<file path="config.mk">
export PLATFORM = sky130hd
export DESIGN_NAME = pc_sequencer_flat
export DESIGN_NICKNAME = d
export VERILOG_FILES = /design/src/rtl/risc_pkg.sv /design/src/rtl/pc_sequencer_if.sv /design/src/rtl/pc_next_sel.sv /design/src/rtl/pc_sequencer.sv /design/src/flat_wrapper.sv
export SDC_FILE = /design/constraint.sdc
export NUM_CORES = 1
export LEC_CHECK = 0
export BUFFER_PORTS_ARGS = -buffer_cell sky130_fd_sc_hd__clkbuf_2
export CAP_MARGIN = 20
export CORE_MARGIN = 5
export CORE_UTILIZATION = 31
export CTS_CLUSTER_SIZE = 12
export DETAILED_ROUTE_END_ITERATION = 10
export PLACE_DENSITY = 0.54
export SKIP_CTS_REPAIR_TIMING = 1
export SLEW_MARGIN = 20
export SYNTH_ARGS = -nofsm -noshare
export SYNTH_HDL_FRONTEND = slang
export SYNTH_SLANG_ARGS = --single-unit
</file>
<file path="constraint.sdc">
create_clock -name clk -period 3.9 [get_ports clk]
set_input_delay 0.78 -clock clk [delete_from_list [all_inputs] [get_ports clk]]
set_output_delay 0.78 -clock clk [all_outputs]
set_load 0.005 [all_outputs]
</file>
<file path="src/rtl/risc_pkg.sv">
// Shared definitions for the fetch front end: next-PC source codes and
// sequencer FSM states.
package risc_pkg;

    // Codes are ordered by redirect priority, so a plain magnitude compare
    // picks the winner between two sources.
    typedef enum logic [1:0] {
        SEL_SEQ = 2'b00,
        SEL_BR  = 2'b01,
        SEL_JMP = 2'b10,
        SEL_EXC = 2'b11
    } sel_e;

    typedef enum logic [1:0] {
        ST_BOOT  = 2'b00,
        ST_FETCH = 2'b01,
        ST_WAIT  = 2'b10
    } state_e;

endpackage

</file>
<file path="src/rtl/pc_sequencer_if.sv">
// Control and fetch-request bundle between the PC sequencer and its
// surroundings (pipeline redirect sources and instruction memory).
interface pc_sequencer_if #(
    parameter int WIDTH = 32
);
    logic             stall;
    logic             br_taken;
    logic [WIDTH-1:0] br_target;
    logic             jump;
    logic [WIDTH-1:0] jump_target;
    logic             exc;
    logic             imem_ready;
    logic [WIDTH-1:0] pc;
    logic             imem_req;
    logic [1:0]       sel;
    logic             redirect_pending;

    modport master (
        output stall, br_taken, br_target, jump, jump_target, exc, imem_ready,
        input  pc, imem_req, sel, redirect_pending
    );

    modport slave (
        input  stall, br_taken, br_target, jump, jump_target, exc, imem_ready,
        output pc, imem_req, sel, redirect_pending
    );
endinterface

</file>
<file path="src/rtl/pc_next_sel.sv">
// Combinational redirect resolution: picks the winning same-cycle request,
// then arbitrates it against the latched redirect to form the next PC.
module pc_next_sel
    import risc_pkg::*;
#(
    parameter int               WIDTH      = 32,
    parameter logic [WIDTH-1:0] EXC_VECTOR = WIDTH'(32'h0000_0080)
) (
    input  logic [WIDTH-1:0] pc,
    input  logic             br_taken,
    input  logic [WIDTH-1:0] br_target,
    input  logic             jump,
    input  logic [WIDTH-1:0] jump_target,
    input  logic             exc,
    input  sel_e             lat_sel,
    input  logic [WIDTH-1:0] lat_target,
    output sel_e             new_sel,
    output logic [WIDTH-1:0] new_target,
    output sel_e             next_sel,
    output logic [WIDTH-1:0] next_pc
);
    localparam logic [WIDTH-1:0] ALIGN_MASK = {{(WIDTH-2){1'b1}}, 2'b00};

    logic [WIDTH-1:0] next_target;

    // NOTE: every output of a combinational block gets a default up front;
    // a path that leaves one unassigned would infer a latch.
    always_comb begin
        new_sel    = SEL_SEQ;
        new_target = '0;
        if (exc) begin
            new_sel    = SEL_EXC;
            new_target = EXC_VECTOR & ALIGN_MASK;
        end else if (jump) begin
            new_sel    = SEL_JMP;
            new_target = jump_target & ALIGN_MASK;
        end else if (br_taken) begin
            new_sel    = SEL_BR;
            new_target = br_target & ALIGN_MASK;
        end

        // An empty latch holds SEL_SEQ, so any real request beats it.
        if (new_sel > lat_sel) begin
            next_sel    = new_sel;
            next_target = new_target;
        end else begin
            next_sel    = lat_sel;
            next_target = lat_target;
        end

        next_pc = (next_sel == SEL_SEQ) ? pc + WIDTH'(4) : next_target;
    end
endmodule

</file>
<file path="src/rtl/pc_sequencer.sv">
// Fetch PC sequencer: BOOT/FETCH/WAIT handshake with instruction memory and a
// one-entry priority latch for redirects that arrive between acceptances.
module pc_sequencer
    import risc_pkg::*;
#(
    parameter int               WIDTH        = 32,
    parameter logic [WIDTH-1:0] RESET_VECTOR = '0,
    parameter logic [WIDTH-1:0] EXC_VECTOR   = WIDTH'(32'h0000_0080)
) (
    input  logic                 clk,
    input  logic                 reset,
    pc_sequencer_if.slave        bus
);
    state_e           state_q, state_d;
    logic [WIDTH-1:0] pc_q, pc_d;
    sel_e             lat_sel_q, lat_sel_d;
    logic [WIDTH-1:0] lat_target_q, lat_target_d;

    sel_e             new_sel, next_sel;
    logic [WIDTH-1:0] new_target, next_pc;
    logic             imem_req, accept;

    pc_next_sel #(
        .WIDTH      (WIDTH),
        .EXC_VECTOR (EXC_VECTOR)
    ) u_next_sel (
        .pc          (pc_q),
        .br_taken    (bus.br_taken),
        .br_target   (bus.br_target),
        .jump        (bus.jump),
        .jump_target (bus.jump_target),
        .exc         (bus.exc),
        .lat_sel     (lat_sel_q),
        .lat_target  (lat_target_q),
        .new_sel     (new_sel),
        .new_target  (new_target),
        .next_sel    (next_sel),
        .next_pc     (next_pc)
    );

    always_comb begin
        imem_req     = !reset && (state_q != ST_BOOT) && !bus.stall;
        accept       = imem_req && bus.imem_ready;
        state_d      = state_q;
        pc_d         = pc_q;
        lat_sel_d    = lat_sel_q;
        lat_target_d = lat_target_q;

        case (state_q)
            ST_BOOT: state_d = ST_FETCH;
            default: if (imem_req) state_d = accept ? ST_FETCH : ST_WAIT;
        endcase

        if (accept) begin
            pc_d         = next_pc;
            lat_sel_d    = SEL_SEQ;
            lat_target_d = '0;
        end else if (new_sel > lat_sel_q) begin
            // Only a strictly higher-priority request displaces the latch.
            lat_sel_d    = new_sel;
            lat_target_d = new_target;
        end
    end

    // NOTE: sequential state uses non-blocking assignments so every flop
    // samples its _d value from before the edge, regardless of block order.
    always_ff @(posedge clk) begin
        if (reset) begin
            state_q      <= ST_BOOT;
            pc_q         <= RESET_VECTOR;
            lat_sel_q    <= SEL_SEQ;
            lat_target_q <= '0;
        end else begin
            state_q      <= state_d;
            pc_q         <= pc_d;
            lat_sel_q    <= lat_sel_d;
            lat_target_q <= lat_target_d;
        end
    end

    assign bus.pc               = pc_q;
    assign bus.imem_req         = imem_req;
    assign bus.sel              = reset ? SEL_SEQ : next_sel;
    assign bus.redirect_pending = (lat_sel_q != SEL_SEQ);
endmodule

</file>
<file path="src/flat_wrapper.sv">
// flat-port wrapper written by rule: the top's interface ports become plain ports
module pc_sequencer_flat import risc_pkg::*;
#(
    parameter int               WIDTH        = 32,
    parameter logic [WIDTH-1:0] RESET_VECTOR = '0,
    parameter logic [WIDTH-1:0] EXC_VECTOR   = WIDTH'(32'h0000_0080)
)
  (clk, reset, bus_stall, bus_br_taken, bus_br_target, bus_jump, bus_jump_target, bus_exc, bus_imem_ready, bus_pc, bus_imem_req, bus_sel, bus_redirect_pending);
  pc_sequencer_if #(.WIDTH(WIDTH)) bus_i ();
  input  logic clk;
  input  logic reset;
  input wire logic [$bits(bus_i.stall)-1:0] bus_stall;
  input wire logic [$bits(bus_i.br_taken)-1:0] bus_br_taken;
  input wire logic [$bits(bus_i.br_target)-1:0] bus_br_target;
  input wire logic [$bits(bus_i.jump)-1:0] bus_jump;
  input wire logic [$bits(bus_i.jump_target)-1:0] bus_jump_target;
  input wire logic [$bits(bus_i.exc)-1:0] bus_exc;
  input wire logic [$bits(bus_i.imem_ready)-1:0] bus_imem_ready;
  output wire logic [$bits(bus_i.pc)-1:0] bus_pc;
  output wire logic [$bits(bus_i.imem_req)-1:0] bus_imem_req;
  output wire logic [$bits(bus_i.sel)-1:0] bus_sel;
  output wire logic [$bits(bus_i.redirect_pending)-1:0] bus_redirect_pending;
  assign bus_i.stall = bus_stall;
  assign bus_i.br_taken = bus_br_taken;
  assign bus_i.br_target = bus_br_target;
  assign bus_i.jump = bus_jump;
  assign bus_i.jump_target = bus_jump_target;
  assign bus_i.exc = bus_exc;
  assign bus_i.imem_ready = bus_imem_ready;
  assign bus_pc = bus_i.pc;
  assign bus_imem_req = bus_i.imem_req;
  assign bus_sel = bus_i.sel;
  assign bus_redirect_pending = bus_i.redirect_pending;
  pc_sequencer #(.WIDTH(WIDTH), .RESET_VECTOR(RESET_VECTOR), .EXC_VECTOR(EXC_VECTOR)) u_core (.clk(clk), .reset(reset), .bus(bus_i));
endmodule
</file>
==> results of run 1 <==
==> final cells by class <==
cell class                      count  area, sq um
Multi-Input combinational cell    320         2250
Clock buffer                       13          270
Sequential cell                    68         1360
Tap cell                          168          210
Clock inverter                      3         67.6
Inverter                            7         26.3
Fill cell                        1269         7340
Timing Repair Buffer              112          586
==> synthesized netlist by cell type (4+ instances only) <==
cell	number	share of area, %
nor4_1	4	0.65
xor2_1	13	3.0
and3_1	5	0.81
buf_4	4	0.78
buf_2	15	2.0
a22o_1	10	2.3
o21ai_0	7	0.91
clkbuf_1	14	1.4
buf_6	6	1.8
and4_1	10	2.3
a211oi_1	11	2.1
nor2_1	43	4.2
nand2_1	24	2.3
ha_1	4	1.3
dfxtp_1	68	35
o211a_1	5	1.3
and2_1	9	1.5
inv_1	7	0.68
nand4_1	12	2.0
a2111oi_2	11	4.3
o2111ai_1	5	1.1
a21oi_1	22	2.9
nor3_1	18	2.3
a221o_1	13	3.4
nand3_1	18	2.3
mux2i_1	19	4.9
a22oi_1	12	2.3
==> final timing paths <==
path	start	cells past startpoint	slack (ns)	to
max	bus_jump	9	0.72	bus_sel[0]
max reg2reg	u_core.lat_sel_q[1]	8	1.56	u_core.bus.pc[12]
min	u_core.lat_target_q[1]	2	0.47	u_core.bus.pc[1]
min reg2reg	u_core.lat_target_q[1]	2	0.47	u_core.bus.pc[1]
==> state kept, by name, indices dropped and copies added (netlist names) <==
signal,cells
u_core.bus.pc,32
u_core.state_q,2
u_core.lat_target_q,32
u_core.lat_sel_q,2
==> per-layer routing <==
layer / vias to the layer above / part of all wire [%] / GRT usage, %
li1: 1831 / - / -
met1: 1702 / 48 / 22.0
met2: 103 / 44 / 23.5
met3: 14 / 6.4 / 3.73
met4: 0 / 1.6 / 5.04
met5: - / 0 / 0
==> metrics by stage <==
step	util, %	hold slack [ns]
3_5_place_dp	36.6	0.462
6_report	39.4	0.469
3_3_place_gp	36.6	0.455
4_1_cts	39.4	0.470
5_1_grt	39.4	0.493
2_1_floorplan	-	0.442
==> power by group through the flow <==
stage                     Clock, mW  Combinational (mW)  Sequential [mW]
after floorplan                   0               0.232            0.769
after global placement            0               0.326            0.774
after CTS                     0.926               0.334            0.760
after global routing          0.957               0.371            0.765
after detailed placement          0               0.332            0.775
final                         0.909               0.330            0.761
==> kinds of logic (layout without fill, tap and decap cells) <==
family | Yosys count | count (layout) | synth area share (%)
multiplexers | 21 | 21 | 5.62
AND/OR/NAND/NOR | 164 | 164 | 22.8
adder cells (fa/ha/maj) | 4 | 4 | 1.30
XOR/XNOR | 13 | 13 | 2.96
buffers and inverters | 47 | 135 | 6.63
flip-flops | 68 | 68 | 35.4
AO/OA/AOI/OAI | 118 | 118 | 25.3
==> worst max-delay path, delay by kind of cell <==
kind                     cells  cell delay (ns)
AO/OA/AOI/OAI                2             0.30
adder cells (fa/ha/maj)      1             0.29
buffers and inverters        2             0.38
AND/OR/NAND/NOR              4             0.64
==> impl_summary.txt, run 1 <==
----------------------------------------------------
[Run status]
  Outcome ... completed

[Synthesis]
  Number of enable flip-flop cells after synthesis ... 0
  Number of different library cells in the post-synthesis netlist ... 59
  Number of storage elements in the synthesis netlist ... 68
  Synthesized cell area ... 3850 sq um
  Synthesized area per cell ... 8.85 sq um
  Fraction of registers with async set/reset ... 0%
  Post-synthesis sequential area ratio ... 35.4%
  Dominant register cell in the synthesized netlist ... dfxtp_1
  Post-Syn Instances ... 435
  Synthesis Warnings ... 0
  Net count after synthesis ... 510

[STA]
  Worst slew margin relative to its limit ... 52.2%
  Setup TNS Final ... 0 ns
  Min setup slack post-route ... 0.724 ns
  Clock tree skew after final layout ... 0.00560 ns
  Total count of hold-check failures in the final report ... 0
  Measured slew at the worst slew-check pin ... 0.717 ns
  Total count of max-transition violations in the final report ... 0
  Fmax achieved ... 315 MHz
  Unrepaired setup endpoints after global routing ... false
  Ratio of final minimum period to clock period ... 81.4%
  Fin crit period ... 3.18 ns
  Final count of negative-setup-slack endpoints ... 0

[Die]
  I/O pin count ... 107
  Std-Cell Rows ... 40
  Die Y-Extent ... 121 um
  Die outline width ... 121 um
  Core Region ... 12100 sq um
  Starting density of the core ... 31.8%
  Overall die area ... 14700 sq um

[Pwr]
  Worst voltage drop across the vdd grid ... 0.218 mV
  Switching share of power ... 26.1%
  Power density relative to cell area ... 419 nW/um^2
  Internal power contribution ... 1.48 mW
  Post-layout power ... 2.00 mW
  Clk pwr share ... 45.4%
  NetSw ... 0.522 mW
  Combinational cell fraction of total power ... 16.5%
  Register share of total power ... 38.0%
  Static Leakage ... 1.94 nW

[Final layout]
  Leading cell type in the layout, fill and taps excluded ... clkbuf_2
  Net total in the final layout ... 593
  Top library cells by usage in the layout, fill and taps aside ... clkbuf_2, dfxtp_1, nor2_1, nand2_1, a21oi_1
  Final instance area ... 4770 sq um
  Area growth, synth to finish ... 24.0%
  Ratio of cells with drive above 1 in the final layout ... 28.9%
  Diode count ... 0
  Non-filler instance count after layout ... 691

[Global routing]
  Overall global routing resource usage ... 15.6%
  First-pass GRT wire length ... 18400 um
  GRT Residual Overflow ... 0
  Number of global-route vias before repair ... 3612
  Pin count of the biggest net entering global routing ... 49
  Antenna violations before repair ... 0

[Hold path]
  Class of the tightest hold or removal check ... reg -> reg

[CTS]
  Number of clock sinks ... 68
  Clock buffer count from CTS ... 9
  Clock Path Buffers ... 2
  Clock latency of the later-clocked register in the worst-skew pair ... 0.33 ns
  Reg clk slew, reported paths ... 0.05 ns
  Number of levels in the clock H-tree ... 3
  TritonCTS clock tree ... done
  Cell at the root of the clock tree ... clkbuf_16

[Worst setup path]
  Required time worst endpoint ... 3.12 ns
  Critical Path, Cell by Cell ... clkbuf_2 > or2_2 > ha_1 > nor2b_4 > o21ai_4 > nor2_1 > a21oi_1 > nor2_1 > clkbuf_2
  Crit path capture type ... primary output
  Top fanout value on the critical path ... 19
  Critical-path top delay cell ... or2_2
  Delay of the slowest critical-path stage ... 0.38 ns
  Data arrival time of the worst path ... 2.40 ns
  Type of the worst setup path ... in -> out
  Setup crit start kind ... input pin

[Drt]
  Via density per instance ... 5.28
  Via count ... 3650
  Iter 0 DRT Violations ... 178
  Routed Wire Length ... 11200 um
  DRC ... 0
  Number of search-and-repair iterations in the first detailed-routing pass ... 4
  Routed wire length per instance ... 16.1 um
  Count of nets left with antenna violations after detail routing ... 0

[Placement]
  Weighted congestion reported at the end of routability-driven placement ... 0.828
  Port Buffer Count ... 102
  Number of cells in the design after placement ... 675
  Setup WS pre-CTS ... 0.520 ns
  Post-detail-place hpwl ... 8200 um
  Cell area after placement ... 4430 sq um

[Job]
  Maxcap violations ... 0

----------------------------------------------------
Power figures use the tool's default switching activity.
==> run 2: changes to the inputs <==
--- a/config.mk
+++ b/config.mk
@@ -11,7 +11,7 @@
 export CORE_UTILIZATION = 31
 export CTS_CLUSTER_SIZE = 12
 export DETAILED_ROUTE_END_ITERATION = 10
-export PLACE_DENSITY = 0.54
+export PLACE_DENSITY = 0.56
 export SKIP_CTS_REPAIR_TIMING = 1
 export SLEW_MARGIN = 20
 export SYNTH_ARGS = -nofsm -noshare
==> constraint.sdc (replaced) <==
create_clock -name clk -period 2.55 [get_ports clk]
set_input_delay 0.51 -clock clk [delete_from_list [all_inputs] [get_ports clk]]
set_output_delay 0.51 -clock clk [all_outputs]
set_load 0.005 [all_outputs]
==> impl_summary.txt, run 2 (synthesized netlist as in run 1, its figures left out) <==
----------------------------------------------------
[Final layout]
  Area growth, synth to finish ... 29.4%
  Non-filler instance count after layout ... 713
  Leading cell type in the layout, fill and taps excluded ... clkbuf_2
  Diode count ... 0
  Net total in the final layout ... 615
  Fillcell total ... 1221
  Top library cells by usage in the layout, fill and taps aside ... clkbuf_2, dfxtp_1, nor2_1, buf_4, nand2_1
  Ratio of cells with drive above 1 in the final layout ... 32.5%

[STA]
  Unrepaired setup endpoints after global routing ... false
  Total count of hold-check failures in the final report ... 0
  Final count of negative-setup-slack endpoints ... 0
  Fin crit period ... 2.46 ns
  Clock tree skew after final layout ... 0.00400 ns
  Ratio of final minimum period to clock period ... 96.3%
  Total count of max-transition violations in the final report ... 0
  Min setup slack post-route ... 0.0935 ns
  Fmax achieved ... 407 MHz
  Measured slew at the worst slew-check pin ... 0.566 ns
  Setup TNS Final ... 0 ns
  Worst slew margin relative to its limit ... 62.2%

[Drt]
  Via density per instance ... 5.16
  Count of nets left with antenna violations after detail routing ... 0
  Number of search-and-repair iterations in the first detailed-routing pass ... 4
  DRC ... 0
  Routed wire length per instance ... 16.0 um
  Routed Wire Length ... 11400 um
  Via count ... 3681
  Iter 0 DRT Violations ... 169

[Die]
  Core Region ... 12100 sq um
  Die outline width ... 121 um
  Std-Cell Rows ... 40
  Overall die area ... 14700 sq um
  Die Y-Extent ... 121 um
  I/O pin count ... 107
  Starting density of the core ... 31.8%

[Worst setup path]
  Top fanout value on the critical path ... 4
  Critical-path top delay cell ... or2_4
  Data arrival time of the worst path ... 1.95 ns
  Type of the worst setup path ... in -> out
  Number of buffers and inverters on the critical path ... 3
  Required time worst endpoint ... 2.04 ns
  Delay of the slowest critical-path stage ... 0.27 ns
  Cell family with the largest share of critical-path delay ... simple AND/OR/NAND/NOR gates
  Setup slack of the worst register-to-register path ... 0.37 ns
  Critical Path, Cell by Cell ... clkbuf_2 > or2_4 > ha_4 > nor2b_4 > buf_4 > o21ai_4 > nor2_1 > a21oi_1 > nor2_1 > clkbuf_2
  Crit path capture type ... primary output
  Setup crit start kind ... input pin

[Global routing]
  Pin count of the biggest net entering global routing ... 38
  Overall global routing resource usage ... 15.7%
  First-pass GRT wire length ... 18500 um
  Number of global-route vias before repair ... 3606
  GRT Residual Overflow ... 0
  Antenna violations before repair ... 0

[Hold path]
  Class of the tightest hold or removal check ... in -> reg

[Pwr]
  Worst voltage drop across the vdd grid ... 0.359 mV
  Switching share of power ... 26.6%
  Combinational cell fraction of total power ... 17.6%
  Internal power contribution ... 2.33 mW
  NetSw ... 0.844 mW
  Register share of total power ... 36.7%
  Clk pwr share ... 45.6%
  Static Leakage ... 2.06 nW
  Power density relative to cell area ... 636 nW/um^2

[CTS]
  Number of clock sinks ... 68
  TritonCTS clock tree ... done
  Reg clk slew, reported paths ... 0.06 ns
  Cell at the root of the clock tree ... clkbuf_16
  Number of levels in the clock H-tree ... 3
  Clock buffer count from CTS ... 9
  Clock latency of the later-clocked register in the worst-skew pair ... 0.33 ns
  Clock Path Buffers ... 2

[Placement]
  Post-detail-place hpwl ... 8670 um
  Number of cells in the design after placement ... 697
  Port Buffer Count ... 102
  Weighted congestion reported at the end of routability-driven placement ... 0.810
  Setup WS pre-CTS ... -0.128 ns

[Run status]
  Outcome ... completed

[Job]
  Maxcap violations ... 0

----------------------------------------------------
run 2: cell count changes in the layout (fill, tap and decap cells not counted), sizes merged:
cell	change
buf	+22
clkbuf	-4
clkinv	+4
bufinv	+1
clkinvlp	-1
run 2: worst register-to-register path, stage by stage, from the launching register on:
cell,delay [ns]
dfxtp_1,0.33
inv_1,0.08
ha_4,0.27
nor2b_4,0.14
o21a_1,0.20
mux2_4,0.50
a2111oi_2,0.45
a211oi_1,0.09
run 2: path summary, 6_finish.rpt:
path                          startpoint                end  cells past startpoint
setup / recovery                 bus_exc         bus_sel[0]                     10
hold / removal                     reset   u_core.bus.pc[0]                      2
setup reg to reg     u_core.lat_sel_q[1]  u_core.bus.pc[18]                      7
hold reg to reg   u_core.lat_target_q[1]   u_core.bus.pc[1]                      2
run 2: area by class of cell:
type	count	area (sq um)	share of cell area (%)
repair buffers	134	763	15.3
flip-flops and latches	68	1360	27.3
multi-input cells	320	2270	45.6
clock buffers	9	225	4.52
inverters	7	26.3	0.528
clock inverters	7	125	2.51
well taps	168	210	4.22
run 2: per-layer routing:
metal / track usage (%) / wire length (um)
met5: 0 / 0
met4: 4.62 / 108
met3: 2.52 / 617
met2: 24.6 / 5140
met1: 22.0 / 5570
run 2: power by group through the flow:
stage / clock [mW] / combinational [mW] / sequential, mW
floorplan: 0 / 0.366 / 1.18
global placement: 0 / 0.549 / 1.18
detailed placement: 0 / 0.559 / 1.19
CTS: 1.48 / 0.563 / 1.16
global route: 1.52 / 0.617 / 1.17
finish: 1.45 / 0.559 / 1.16
run 2: per-stage QoR:
step,util (%),hold WS [ns],cell area [sq um],power (mW)
after floorplan,-,0.442,3900,1.54
after global placement,38.2,0.459,4630,1.73
after detailed placement,38.2,0.471,4630,1.75
after CTS,41.1,0.446,4980,3.20
after global routing,41.1,0.467,4980,3.31
final,41.1,0.455,4980,3.17
